===== src/rtl/text_scroll_ctrl.sv =====
// text_scroll_ctrl: buffers an ASCII message and scrolls it right-to-left
// across NUM_DIGITS character positions, one position per TICK_DIV cycles.
// IDLE accepts characters and start/clear; SCROLL steps the display until the
// message has fully left the display, then loops or returns to IDLE.
module text_scroll_ctrl #(
  parameter int NUM_DIGITS = 6,
  parameter int BUF_DEPTH  = 16,
  parameter int TICK_DIV   = 25000000
) (
  input  logic                          clk,
  input  logic                          rst,
  input  logic                          char_valid,
  input  logic [7:0]                    char_data,
  output logic                          char_ready,
  input  logic                          start,
  input  logic                          clear,
  input  logic                          loop_en,
  output logic [NUM_DIGITS*8-1:0]       digits,
  output logic                          busy,
  output logic                          done,
  output logic [$clog2(BUF_DEPTH):0]    count
);

  localparam int CW = $clog2(BUF_DEPTH) + 1;
  localparam int AW = $clog2(BUF_DEPTH);
  localparam int TW = $clog2(TICK_DIV);
  localparam int IW = $clog2(BUF_DEPTH + NUM_DIGITS + 1);

  localparam logic [NUM_DIGITS*8-1:0] BLANK = {NUM_DIGITS{8'h20}};

  typedef enum logic {
    IDLE,
    SCROLL
  } state_t;

  state_t                  r_state;
  state_t                  w_state_next;

  logic [7:0]              r_buf [BUF_DEPTH];
  logic [CW-1:0]           r_count;
  logic [TW-1:0]           r_tick;
  logic [IW-1:0]           r_idx;
  logic [NUM_DIGITS*8-1:0] r_digits;
  logic                    r_done;

  logic                    w_char_ready;
  logic                    w_write;
  logic [CW-1:0]           w_count_next;
  logic                    w_start_ok;
  logic                    w_step;
  logic [IW-1:0]           w_pass_last;
  logic                    w_pass_end;
  logic [7:0]              w_load;

  assign w_char_ready = (r_state == IDLE) && (r_count < CW'(BUF_DEPTH)) && !clear;
  assign w_write      = char_valid && w_char_ready;
  assign w_count_next = r_count + CW'(w_write);
  // A character accepted in the same cycle as start counts towards the message.
  assign w_start_ok   = (r_state == IDLE) && start && !clear && (w_count_next != '0);
  assign w_step       = (r_state == SCROLL) && (r_tick == TW'(TICK_DIV - 1));
  assign w_pass_last  = IW'(r_count) + IW'(NUM_DIGITS - 1);
  assign w_pass_end   = w_step && (r_idx == w_pass_last);
  assign w_load       = (r_idx < IW'(r_count)) ? r_buf[r_idx[AW-1:0]] : 8'h20;

  // State register
  always_ff @(posedge clk or posedge rst) begin
    if (rst) r_state <= IDLE;
    else     r_state <= w_state_next;
  end

  // Next-state logic: clear aborts a scroll; a non-looping pass end returns to IDLE
  always_comb begin
    w_state_next = r_state;
    unique case (r_state)
      IDLE:   if (w_start_ok) w_state_next = SCROLL;
      SCROLL: begin
        if (clear)                       w_state_next = IDLE;
        else if (w_pass_end && !loop_en) w_state_next = IDLE;
      end
      default: w_state_next = IDLE;
    endcase
  end

  // Output logic
  always_comb begin
    busy       = (r_state == SCROLL);
    char_ready = w_char_ready;
  end

  assign digits = r_digits;
  assign done   = r_done;
  assign count  = r_count;

  // Message storage; contents survive reset and clear, only count is cleared
  always_ff @(posedge clk) begin
    if (w_write) r_buf[r_count[AW-1:0]] <= char_data;
  end

  // Datapath: fill count, tick divider, read index, display shift register, done pulse
  always_ff @(posedge clk or posedge rst) begin
    if (rst) begin
      r_count  <= '0;
      r_tick   <= '0;
      r_idx    <= '0;
      r_digits <= BLANK;
      r_done   <= 1'b0;
    end else begin
      r_done <= 1'b0;
      if ((r_state == IDLE) && clear) r_count <= '0;
      else                            r_count <= w_count_next;

      unique case (r_state)
        IDLE: begin
          if (w_start_ok) begin
            r_digits <= BLANK;
            r_tick   <= '0;
            r_idx    <= '0;
          end
        end
        SCROLL: begin
          if (clear) begin
            r_digits <= BLANK;
            r_tick   <= '0;
            r_idx    <= '0;
          end else if (w_step) begin
            r_tick   <= '0;
            r_digits <= {r_digits[NUM_DIGITS*8-9:0], w_load};
            if (w_pass_end) begin
              r_idx  <= '0;
              r_done <= !loop_en;
            end else begin
              r_idx  <= r_idx + 1'b1;
            end
          end else begin
            r_tick <= r_tick + 1'b1;
          end
        end
        default: ;
      endcase
    end
  end

endmodule


===== config.mk =====
export PLATFORM = sky130hd
export DESIGN_NAME = text_scroll_ctrl
export DESIGN_NICKNAME = d
export VERILOG_FILES = /design/src/rtl/text_scroll_ctrl.sv
export SDC_FILE = /design/constraint.sdc
export NUM_CORES = 1
export LEC_CHECK = 0
export CORE_MARGIN = 2
export CORE_UTILIZATION = 63
export DETAILED_ROUTE_END_ITERATION = 10
export HOLD_SLACK_MARGIN = 0.15
export PLACE_DENSITY_LB_ADDON = 0.25
export SLEW_MARGIN = 25
export SYNTH_ARGS = -nofsm -noshare
export SYNTH_HDL_FRONTEND = slang
export SYNTH_SLANG_ARGS = --single-unit

===== constraint.sdc =====
create_clock -name clk -period 5.6 [get_ports clk]
set_clock_uncertainty 0.15 [all_clocks]
set_input_delay 0.84 -clock clk [delete_from_list [all_inputs] [get_ports clk]]
set_output_delay 0.84 -clock clk [all_outputs]
set_load 0.05 [all_outputs]

==> flow_results.org, run 1 <==
** Synth
- The share of synthesized area in the top cell type comes to 0.429.
- The synthesized design contains 128 enable-type register cells.
- Synth warn :: 0
- In the post-synthesis netlist, the cell with the most instances is edfxtp_1.
- Top cells by instance count after synthesis :: edfxtp_1 (128), dfrtp_1 (79), mux4_2 (40), a22o_1 (37), o21ai_0 (27)
- Leading post-synthesis cells by cell area :: edfxtp_1 (43%), dfrtp_1 (22%), mux4_2 (10%), a22o_1 (3.6%), ha_1 (1.8%)
- Leading area contributor after synthesis :: edfxtp_1
- Top FF cell, synth :: edfxtp_1
- Cell count after synthesis :: 581
- Number of unique standard cell types used by synthesis :: 56
- The synthesized design contains 213 register bits.
- The share of the Yosys chip area taken by registers is 0.667.
- Mean post-synth cell area :: 15.4 um^2
- In this run the cell area of the synthesized design comes to 0.00897 mm^2.
- Async S/R FF share, synth :: 0.399
- Post-synth net total :: 608

** Clock network
- Max clock buf depth :: 3
- Post-CTS Setup Bufs :: 0
- After clock tree synthesis, the clock-pin slew on the worst setup and hold paths is 60 ps.
- Number of buffers added to fix hold violations after cts :: 0
- Post-cts repair resize count :: 0
- The clock reaches the later pin of the worst-skew pair after 500 ps.
- Counting every sink on the clock net gives 213.
- In this run the number of H-tree levels came out at 1.
- Clock tree synthesis inserted a total of 21 buffers.
- Clock tree synthesis selected as its root buffer the cell clkbuf_16.
- TritonCTS clock tree :: yes

** Worst setup path
- The setup check on the worst reg-to-reg path leaves a slack of 1920 ps.
- Sort of element at the start of the critical path :: input port
- Highest net fanout along the worst path :: 50
- Largest stage delay on the critical path :: 470 ps
- Critical path data required time :: 5870 ps
- End of the worst register-to-register path :: digits[41]
- Cell with the largest stage delay on the worst path :: clkdlybuf4s50_1
- Capturing instance or port of the critical path :: digits[41]
- Crit path cell chain :: clkdlybuf4s50_1 -> nor3_1 -> and2_1 -> ha_1 -> ha_1 -> nor3b_1 -> mux2i_1 -> a311oi_4 -> buf_4 -> or2_1 -> buf_4 -> a22o_1
- Nature of the critical path endpoint :: flop
- Counting buffers and inverters, the worst setup path is 12 cells deep.
- Broken down by cell family, the worst path's largest delay share belongs to buffers and inverters.
- Counting both buffers and inverters, the worst setup path holds a total of 3.
- Data arrival, critical path :: 4240 ps
- The most critical setup path has its startpoint at clear.
- R2R depth :: 11
- The worst register-to-register path begins at busy.
- Critical path type :: input port to flop

** Timing
- Max-slew violation count :: 0
- Transition at the pin with the smallest max-transition slack :: 1030 ps
- F_max :: 252 MHz
- Worst rel slew slack :: 0.312
- Of the available clock period, the critical path in the final layout requires 0.709.
- Setup total negative slack on the finished layout was measured at 0 ps.
- The count of final hold-check violations came to 0.
- Final setup viols :: 0
- Time the final worst path needs with I/O delays and setup :: 3970 ps
- Setup repair after global routing missed its margin :: no
- Worst hold slack across all endpoints :: 362 ps

** Pwr
- In this run the power density over the cells is 314 mW/mm^2.
- Combinational share of power :: 0.071
- Part of the total power dissipated in the clock network :: 0.410
- Net load switching power :: 0.000739 W
- Peak supply drop :: 0.282 mV
- Internal cell power :: 0.00255 W
- Of the total power, the share spent switching nets is 0.225.
- Of the total power, registers draw 0.519.
- Leakage :: 3.78 nW

** Final layout
- Final cell count without fillers :: 844
- # diodes :: 0
- Final core utilization :: 0.756
- Of the cells placed in the final design, the portion with a size suffix greater than 1 is 0.155.
- Nets :: 676
- The layout has 816 filler cells.
- Synthesis-to-layout area growth :: 17.0%

** Global route
- Number of global-route vias before repair :: 5,351
- Global-route wire length before repair :: 29,000 um
- Overflow left after global routing :: 0
- Antenna violations before repair :: 0
- Global-route usage over all layers :: 0.253
- Largest net degree at the start of global routing :: 51

** Routing
- The routed layout has 5,496 vias.
- The pre-antenna-repair detailed-routing pass consisted of 6 iterations.
- Number of violations reported at the end of detailed-routing iteration 0 :: 530
- Routed wire length :: 18,600 um
- Once detail routing completed, the nets flagged for antenna violations numbered 0.
- Number of DRC violations after detailed routing :: 0
- Dividing the detail-routed via count by the number of cells gives 6.51.
- In the final routed layout, each cell accounts on average for 22.0 um.

** Place
- Count of buffers inserted at the top-level ports :: 69
- Final weighted congestion in routability-driven placement :: 0.860
- DPL Wire Length :: 11,800 um
- Inst Count DP :: 806

** Floorplanning
- Measured along the x axis, the die boundary spans 123 um.
- 70 I/O pins were placed.
- Area of the placeable core :: 0.0139 mm^2
- Die Ht :: 123 um
- Cell row count :: 43
- Initial core utilization :: 0.646
- Die Area :: 0.0152 mm^2

** Worst hold path
- The worst hold path belongs to the class flop to flop.

** Run
- Max-cap violations in this run came to 0.

** Status
- The run finished with clean final reports.
==> stage by stage <==
stage                     cell area, um^2  power [W]  setup WS (ps)
final                               10500    0.00329           1630
after global routing                10500    0.00340           1350
after CTS                           10500    0.00331           1660
after detailed placement             9820    0.00197           1170
after global placement               9820    0.00196           1340
after floorplan                      8970    0.00189           1210
==> power groups by stage <==
stage | logic, W | registers (W) | clock network, W
detailed placement | 0.000232 | 0.00174 | 0
floorplan | 0.000145 | 0.00175 | 0
global placement | 0.000220 | 0.00174 | 0
global route | 0.000255 | 0.00171 | 0.00143
finish | 0.000233 | 0.00171 | 0.00135
CTS | 0.000233 | 0.00171 | 0.00137
==> sequential cells by signal (all words and copies together), names as in the netlist <==
name,flops
digits,48
r_buf,128
count,5
r_tick,25
done,1
r_idx,5
busy,1
==> worst min path at each step <==
stage,from,endpoint,slack (ps),cells after the start
after floorplan,r_tick[0],r_tick[0],330,1
after global placement,digits[47],digits[47],340,1
after detailed placement,digits[43],digits[43],340,1
after CTS,digits[43],digits[43],360,1
after global routing,digits[43],digits[43],370,1
final,digits[42],digits[42],360,1
==> logic make-up after synthesis <==
group	Yosys count	synth area share
buf+inv	57	0.0275
compound gates	121	0.0940
fa+ha+maj	13	0.0181
flops	213	0.667
xor+xnor	11	0.0107
mux	42	0.103
simple gates	124	0.0801
==> worst register-to-register path, stage by stage (launching register included) <==
cell	delay, ps
dfrtp_1	470
nor3_1	270
and2_1	270
ha_1	200
ha_1	250
nor3b_1	230
mux2i_1	170
a311oi_4	300
buf_4	410
or2_1	310
buf_4	370
a22o_1	220
==> metal layers <==
layer  global-route usage  routed length [um]  part of all wire  up-vias
met2                0.425                9290              0.50      234
met5                    0                   0                 0        -
met1                0.339                7500              0.40     2795
met4               0.0795                 515             0.028        0
met3               0.0470                1260             0.068       50
li1                     -                   -                 -     2417
==> final cells by class <==
type | instances | area [um^2] | area share
multi-input cells | 311 | 2770 | 0.264
well taps | 180 | 225 | 0.0215
inverters | 22 | 83.8 | 0.00799
clock buffers | 30 | 599 | 0.0571
clock inverters | 8 | 63.8 | 0.00608
flip-flops and latches | 213 | 5980 | 0.570
repair buffers | 80 | 773 | 0.0737
==> cells in the final DEF (no fill, tap or decap), drive strengths merged, types with 11 or more instances in the layout <==
| cell | count |
|---|---|
| or3 | 19 |
| dfrtp | 79 |
| clkdlybuf4s50 | 69 |
| inv | 22 |
| o21ai | 28 |
| mux4 | 40 |
| ha | 13 |
| nor2 | 22 |
| a21oi | 22 |
| nand3 | 14 |
| clkbuf | 30 |
| a22o | 37 |
| edfxtp | 128 |
| nand2 | 19 |
| buf | 11 |
Note: power is estimated with default switching activity, not from simulation.
==> run 2: changes to the inputs <==
CORE_UTILIZATION = 58   (was 63)
clock period = 3.68 ns   (was 5.6 ns; I/O delays follow)
==> run 2 against run 1 <==
Effect of this change: worst hold slack worse by 59 ps; design area is 1.5% higher; sequential power increased by 52%; non-clock buffer count up 8; global-route usage is 2.6 points lower; power up 56%; clock-buffer cell count is 2 lower; register-to-register slack worse by 1400 ps; flip-flop and latch count unchanged; combinational power rose by 71%; sequential share of layout area down 0.83 points; critical path type unchanged; largest cell class unchanged; highest routed layer unchanged.
==> flow_results.org, run 2 (synthesis results as in run 1) <==
** Floorplanning
- Die Span X :: 128 um (was 123 um)
- The area of the core was 0.0151 mm^2 (was 0.0139 mm^2).
- The number of cell rows was 45 (was 43).
- The count of boundary I/O pins came to 70 (unchanged).
- Die Area :: 0.0165 mm^2 (was 0.0152 mm^2)
- Die Ht :: 128 um (was 123 um)
- The starting density of the core came to 0.592 (was 0.646).

** Pwr
- The combinational cell fraction of total power is 0.078 (was 0.071).
- The switching share of total power is 0.223 (was 0.225).
- The clock network power share came to 0.417 (was 0.410).
- The total leakage power is 3.86 nW (was 3.78 nW).
- The maximum ir drop on the vdd rail came to 0.406 mV (was 0.282 mV).
- Power density cells :: 482 mW/mm^2 (was 314 mW/mm^2)
- The share of power burned in registers was 0.506 (was 0.519).
- The switching power is 0.00114 W (was 0.000739 W).
- The total power of the final layout came to 0.00513 W (was 0.00329 W).
- Internal cell power :: 0.00399 W (was 0.00255 W)

** Place
- The total of buffers placed on input and output ports came to 69 (unchanged).
- Final weighted congestion in routability-driven placement :: 0.818 (was 0.860)
- The placed wire-length estimate came to 11,800 um (about the same).
- Inst Count DP :: 822 (was 806)

** Timing
- Final setup viols :: 0 (unchanged)
- Setup repair after global routing missed its margin: no (unchanged).
- Time the final worst path needs with I/O delays and setup :: 3160 ps
- Final clock period utilization by the worst path :: 0.857
- The final count of pins violating max slew came to 0 (unchanged).
- The count of final hold-check violations came to 0 (unchanged).
- F_max :: 317 MHz
- Worst rel slew slack :: 0.424 (was 0.312)
- The slew at the pin closest to its max-slew limit is 860 ps (was 1030 ps).

** Status
- Run status :: complete, no violations (unchanged)

** Routing
- The vias after detailed routing is 5,379 (was 5,496).
- The iteration count of the initial detailed-routing pass was 5 (was 6).
- Post-DR vias/cell :: 6.26 (was 6.51)
- The number of nets still failing antenna checks after routing came to 0 (unchanged).
- The DRC violations left came to 0 (unchanged).
- The first-iteration detailed-routing DRC count came to 505 (was 530).
- The routed wire length is 17,900 um (was 18,600 um).
- Detail-routed net length per standard cell :: 20.9 um (was 22.0 um)

** Worst setup path
- The most numerous cell type found on the critical path is ha_1.
- Data arrival, critical path :: 3390 ps (was 4240 ps)
- The cell with the largest stage delay on the worst path is clkdlybuf4s50_1 (unchanged).
- The type of element launching the critical path is an input port (unchanged).
- Highest net fanout along the worst path :: 35 (was 50)
- Crit path cell chain: clkdlybuf4s50_1 -> nor3_4 -> and2_1 -> ha_1 -> ha_1 -> nor3_1 -> a311oi_1 -> a311oi_4 -> buf_12 -> or2_1 -> buf_4 -> a221o_1 (was clkdlybuf4s50_1 -> nor3_1 -> and2_1 -> ha_1 -> ha_1 -> nor3b_1 -> mux2i_1 -> a311oi_4 -> buf_4 -> or2_1 -> buf_4 -> a22o_1).
- R2R depth :: 11 (unchanged)
- The maximum cell stage delay along the critical path was 510 ps (was 470 ps).
- Critical path data required time :: 3910 ps (was 5870 ps)
- The type of destination of the critical path is a flop (unchanged).
- The class of the most critical setup path was input port to flop (unchanged).

** Clock network
- The number of buffers inserted by post-CTS setup repair is 0 (unchanged).
- Clock-pin slew on the worst setup and hold paths :: 60 ps (about the same)
- The TritonCTS clock tree is yes (unchanged).
- Number of sinks handled by clock tree synthesis :: 213 (unchanged)
- The cell chosen for the clock root was clkbuf_16 (unchanged).
- Post-cts repair resize count :: 0 (unchanged)
- The number of buffers on the longest clock path came to 3 (unchanged).
- The TritonCTS buffer count is 22 (was 21).
- Number of buffers added to fix hold violations after cts :: 0 (unchanged)
- Htree depth :: 1 (unchanged)
- Clk Latency, worst-skew pair :: 510 ps (was 500 ps)

** Global route
- Global-route usage over all layers :: 0.227 (was 0.253)
- The number of global-route vias before repair was 5,396 (was 5,351).
- The wire length of the first global-routing pass came to 28,900 um (was 29,000 um).
- The maximum number of pins on one net before global-route repair is 39 (was 51).
- Routing usage on met1 :: 0.319 (was 0.339)
- The initial antenna violation count is 0 (unchanged).
- The met3 layer usage reported by global route came to 0.0420 (was 0.0470).
- The aggregate global routing overflow is 0 (unchanged).
- The global-route met2 utilization is 0.374 (was 0.425).
- Global route hottest layer :: met2 (unchanged)

** Final layout
- Fill cell total of the finished layout :: 928 (was 816)
- The register area was 0.00598 mm^2 (unchanged).
- Commonest cells after routing, fill and taps aside: edfxtp_1 (128), dfrtp_1 (78), clkdlybuf4s50_1 (69), mux4_2 (40), a22o_1 (37) (unchanged).
- Final core utilization :: 0.703 (was 0.756)
- The most common cell after layout, fill and taps aside was edfxtp_1 (unchanged).
- Number of flip-flops under the largest register name :: 128 (unchanged)
- Area of the multi-input gates :: 0.00278 mm^2 (was 0.00277 mm^2)
- The area growth from synthesis to layout came to 18.7% (was 17.0%).
- The number of nets in the finished design is 685 (was 676).
- The final antenna diode count came to 0 (unchanged).
- The share of post-route cells with drive strength above 1 was 0.173 (was 0.155).
- Final cell count without fillers :: 859 (was 844)

** Worst hold path
- Worst min-delay path class :: input port to async pin (was flop to flop)

** Run
- Number of max-cap violations :: 0 (unchanged)
## run 2: worst paths after layout
check	endpoint	slack, ps	from
hold reg to reg	digits[47]	350	digits[47]
max in group asynchronous	r_tick[16]	2290	rst
hold / removal	r_tick[4]	300	rst
setup reg to reg	r_idx[2]	570	count[4]
setup / recovery	r_idx[2]	520	clear
min in group clk	digits[47]	350	digits[47]
## run 2: final cells by class
class	instances	area share
Clock buffer	28	0.0557
Clock inverter	9	0.00999
Inverter	22	0.00787
Multi-Input combinational cell	311	0.261
Sequential cell	213	0.562
Tap cell	188	0.0221
Timing Repair Buffer	88	0.0818
## run 2: through the flow
step | instance area, um^2 | hold WS [ps] | TNS (ps) | worst slack, ps
2_1_floorplan | 8980 | 333 | 0 | 75.7
3_3_place_gp | 9940 | 337 | 0 | 127
3_5_place_dp | 9940 | 345 | -2.66 | -2.66
4_1_cts | 10600 | 309 | 0 | 529
5_1_grt | 10600 | 343 | 0 | 403
6_report | 10600 | 303 | 0 | 525
## run 2: power by group through the flow
stage | logic, W | registers (W) | clock network, W
floorplan | 0.000222 | 0.00266 | 0
global placement | 0.000382 | 0.00264 | 0
detailed placement | 0.000394 | 0.00264 | 0
CTS | 0.000398 | 0.00260 | 0.00219
global route | 0.000438 | 0.00260 | 0.00228
finish | 0.000398 | 0.00260 | 0.00214
## run 2: worst max-delay path: cells and delay by family
family | cells | cell delay (ps)
AOI/OAI and AO/OA | 3 | 870
buffers and inverters | 3 | 870
adders and majority gates | 2 | 420
and+or+nand+nor | 4 | 680
## run 2: per-layer routing
metal | vias up | routed length (um)
met2 | 183 | 8910
met4 | 0 | 325
met1 | 2730 | 7660
li1 | 2433 | -
met3 | 33 | 1040
met5 | - | 0
==> run 3: changes to the inputs <==
CTS_CLUSTER_DIAMETER = 60   (was not set)
==> results of run 3 <==
The final DEF is identical to that of run 2; final timing and power are the same.
==> edit 1: new RTL, flow settings as in run 2 <==
Set the parameter `TICK_DIV` to 50000000 (it was 25000000).
--- a/src/rtl/text_scroll_ctrl.sv
+++ b/src/rtl/text_scroll_ctrl.sv
@@ -5,7 +5,7 @@
 module text_scroll_ctrl #(
   parameter int NUM_DIGITS = 6,
   parameter int BUF_DEPTH  = 16,
-  parameter int TICK_DIV   = 25000000
+  parameter int TICK_DIV   = 50000000
 ) (
   input  logic                          clk,
   input  logic                          rst,
Check against the original RTL: no difference found for any inputs over 10 cycles, from zero or initial values and one cycle with rst high; that may be too few to reach the edited logic, so the function may still have changed.
==> edit 1 against run 2 <==
- first-iteration DRC count increased by 19%
- sequential cell count grew 1
- wire length increased by 4.1%
- sequential share of layout area increased by 0.30 points
- design area shrank 0.12%
- non-clock buffer count increased by 1
- area after synthesis is 0.25% higher
- setup slack improved by 0.059 ns
- total power shrank 1.1%
- core utilization fell by 0.34 points
==> edit 1: results (changes against run 2) <==
multi-input logic area: 2740 um^2 (was 2780 um^2)
xor-xnor portion of the synthesized cell area: 1.07% (about the same)
clock latency on the worst-skew pair: 0.50 ns
Post-synth ARST share: 40.2% (was 39.9%)
net count after synthesis: 626 (was 608)
routed len/inst: 21.2 um (was 20.9 um)
reg-to-reg startpoint: count[4] (unchanged)
First-pass DRT Iterations: 5 (unchanged)
cell count after synthesis: 599 (was 581)
met2 GRT Util: 38.0% (was 37.4%)
M1 wire length: 7960 um (was 7660 um)
met3 Usage GRT: 3.95% (was 4.20%)
met1 Use GR: 33.4% (was 31.9%)
register area share after synthesis: 66.8% (was 66.7%)
adder-cell share of the synthesized area: 1.81% (about the same)
Total GRT Usage: 23.3% (was 22.7%)
setup slack, reg-to-reg: 0.61 ns (was 0.57 ns)
Fillers: 960 (was 928)
Synth Area in Compound Gates: 9.95% (was 9.40%)
largest stage delay on the critical path: 0.56 ns (was 0.51 ns)
Max IR drop VDD: 0.439 mV (was 0.406 mV)
multiplexer area fraction after synthesis: 10.0% (was 10.3%)
Lkg Pwr: 3.88 nW (was 3.86 nW)
Post-Place Cells: 841 (was 822)
r2r worst-path depth: 10 (was 11)
Post-Place Worst Slack: 0.0294 ns (was -0.00266 ns)
RePlAce Congestion: 0.859 (was 0.818)
CP max stage cell: nor2_2 (was clkdlybuf4s50_1)
Synth cell types: 52 (was 56)
vias in the first global route: 5,381 (was 5,396)
outcome: complete, no violations (unchanged)
Routed WL: 18,700 um (was 17,900 um)
area post-placement: 9900 um^2 (was 9940 um^2)
Detail Route met3 WL: 1160 um (was 1040 um)
Arr. time, crit path: 3.30 ns (was 3.39 ns)
layout cell share with drive strength beyond 1: 16.0% (was 17.3%)
largest net degree at the start of global routing: 49 (was 39)
Critical Path End: r_tick[7] (was r_idx[2])
Final HPWL DP: 11,800 um (about the same)
family with the most delay on the worst path: simple AND/OR/NAND/NOR gates (was compound AO/OA/AOI/OAI gates)
hold_ws: 0.322 ns (was 0.303 ns)
Post-synth top cells: edfxtp_1 (128), dfrtp_1 (80), mux4_2 (40) (was edfxtp_1 (128), dfrtp_1 (79), mux4_2 (40))
WL met2: 9180 um (was 8910 um)
first-pass GRT wire length: 29,600 um (was 28,900 um)
worst relative slew slack: 36.7% (was 42.4%)
worst-path fanout max: 18 (was 35)
1st-iter DRT viols: 603 (was 505)
r2r endpoint: digits[45] (was r_idx[2])
## edit 1: changes by cell type in the layout (fill, tap and decap cells not counted), moves of 5 or more
cell,delta
nor2_1,+17
a21oi_1,-13
or3_1,-16
a21o_1,-5
o21ai_1,+14
a31oi_1,+8
and4_1,-5
nand2_1,+18
## edit 1: power by group
part           leakage (nW)  internal [W]  switching (W)
Combinational          1.20      0.000123       0.000235
Sequential             2.33       0.00258      0.0000253
Clock                 0.350       0.00126       0.000855
## edit 1: cell families (layout without fill, tap and decap cells)
kind of cell	Yosys count	after routing
adders and majority gates	13	13
DFF	214	214
and+or+nand+nor	138	138
AOI/OAI and AO/OA	129	129
buffers and inverters	54	147
xor gates and xnor gates	11	11
muxes	40	40
## edit 1: final cells by class
| class | count | share of cell area, % |
|---|---|---|
| sequential | 214 | 56.5 |
| multi-input combinational | 331 | 25.8 |
| timing repair buffer | 89 | 8.21 |
| clock buffer | 32 | 6.30 |
| tap | 188 | 2.21 |
| inverter | 20 | 0.718 |
| clock inverter | 6 | 0.294 |
==> edit 2: new RTL, config.mk and constraints of run 2 <==
Made on the original files. Put one more register stage on the output `digits`, with the module's reset. The value now appears one clock later. The other outputs are not delayed to match.
--- a/src/rtl/text_scroll_ctrl.sv
+++ b/src/rtl/text_scroll_ctrl.sv
@@ -87,7 +87,13 @@
     char_ready = w_char_ready;
   end
 
-  assign digits = r_digits;
+  always_ff @(posedge clk or posedge rst) begin
+    if (rst) begin
+      digits <= '0;
+    end else begin
+      digits <= r_digits;
+    end
+  end
   assign done   = r_done;
   assign count  = r_count;
 
Function: changed (Yosys sat finds a counterexample within 4 cycles, from zero or initial values and one cycle with rst high).
==> edit 2 against run 2 <==
- clock power up 18%
- area after synthesis increased by 15%
- global-route usage decreased by 0.66 points
- sequential cell count grew 48
- setup slack improved by 0.12 ns
- total power grew 18%
- design area up 13%
- wire length increased by 12%
==> edit 2: results (changes against run 2) <==
Routed WL: 20,100 um (was 17,900 um)
first-pass GRT wire length: 32,300 um (was 28,900 um)
outcome: complete, no violations (unchanged)
Worst Slack Setup Final: 0.646 ns (was 0.525 ns)
r2r endpoint: r_idx[3] (was r_idx[2])
Post-synth ARST share: 51.0% (was 39.9%)
TritonCTS Buffers: 26 (was 22)
count of multi-input gates: 363 (was 311)
clock network power share: 41.8% (was 41.7%)
utilization after layout: 69.6% (was 70.3%)
Post-Place Worst Slack: 0.0991 ns (was -0.00266 ns)
Taps Inserted: 225 (was 188)
worst relative slew slack: 38.0% (was 42.4%)
top post-synthesis cells by area: edfxtp_1 (37%), dfrtp_1 (31%), a22o_1 (4.1%), mux4_2 (3.5%), mux2i_1 (3.1%) (was edfxtp_1 (43%), dfrtp_1 (22%), mux4_2 (10%), a22o_1 (3.6%), ha_1 (1.8%))
Post-Layout Cell Count: 995 (was 859)
net count after synthesis: 701 (was 608)
RePlAce Congestion: 0.856 (was 0.818)
met3 Usage GRT: 3.64% (was 4.20%)
cell internal pwr: 0.00472 W (was 0.00399 W)
Fillers: 1,121 (was 928)
clk pwr: 0.00253 W (was 0.00214 W)
WL met2: 10,200 um (was 8910 um)
Final HPWL DP: 13,200 um (was 11,800 um)
Total GRT Usage: 22.0% (was 22.7%)
Vias: 6,107 (was 5,379)
Max IR drop VDD: 0.436 mV (was 0.406 mV)
M1 wire length: 8320 um (was 7660 um)
register area share after synthesis: 69.7% (was 66.7%)
fraction of area in multi-input gates: 23.9% (was 26.1%)
layout cell share with drive strength beyond 1: 10.9% (was 17.3%)
FF+latch area: 7180 um^2 (was 5980 um^2)
vias in the first global route: 6,219 (was 5,396)
met2 GRT Util: 37.7% (was 37.4%)
non-clock buffer share of cell area: 7.05% (was 8.18%)
Arr. time, crit path: 3.29 ns (was 3.39 ns)
r2r worst-path depth: 10 (was 11)
crit path launch: busy (was clear)
cell count after synthesis: 674 (was 581)
Lkg Pwr: 4.68 nW (was 3.86 nW)
==> edit 2: cell types whose count changed in the layout (fill, tap and decap cells not counted), moves of 8 or more <==
cell,run 2,this run
inv_1,21,11
dfrtp_1,78,126
o31ai_1,9,1
a221oi_1,1,16
a21oi_1,22,6
a31oi_1,1,13
or3_1,17,4
mux2i_1,1,32
a22oi_1,0,9
o21ai_0,27,15
mux4_2,40,16
and3_1,3,12
a22o_1,37,48
nand2_1,17,30
==> edit 2: kinds of logic (layout without fill, tap and decap cells) <==
group,after synthesis,in the layout,share of synthesized area [%]
AO/OA/AOI/OAI,142,142,10.8
XOR/XNOR,13,13,1.11
adder cells (fa/ha/maj),13,13,1.58
buffers and inverters,50,146,2.43
flip-flops,261,261,69.7
multiplexers,48,48,6.61
AND/OR/NAND/NOR,147,147,7.83
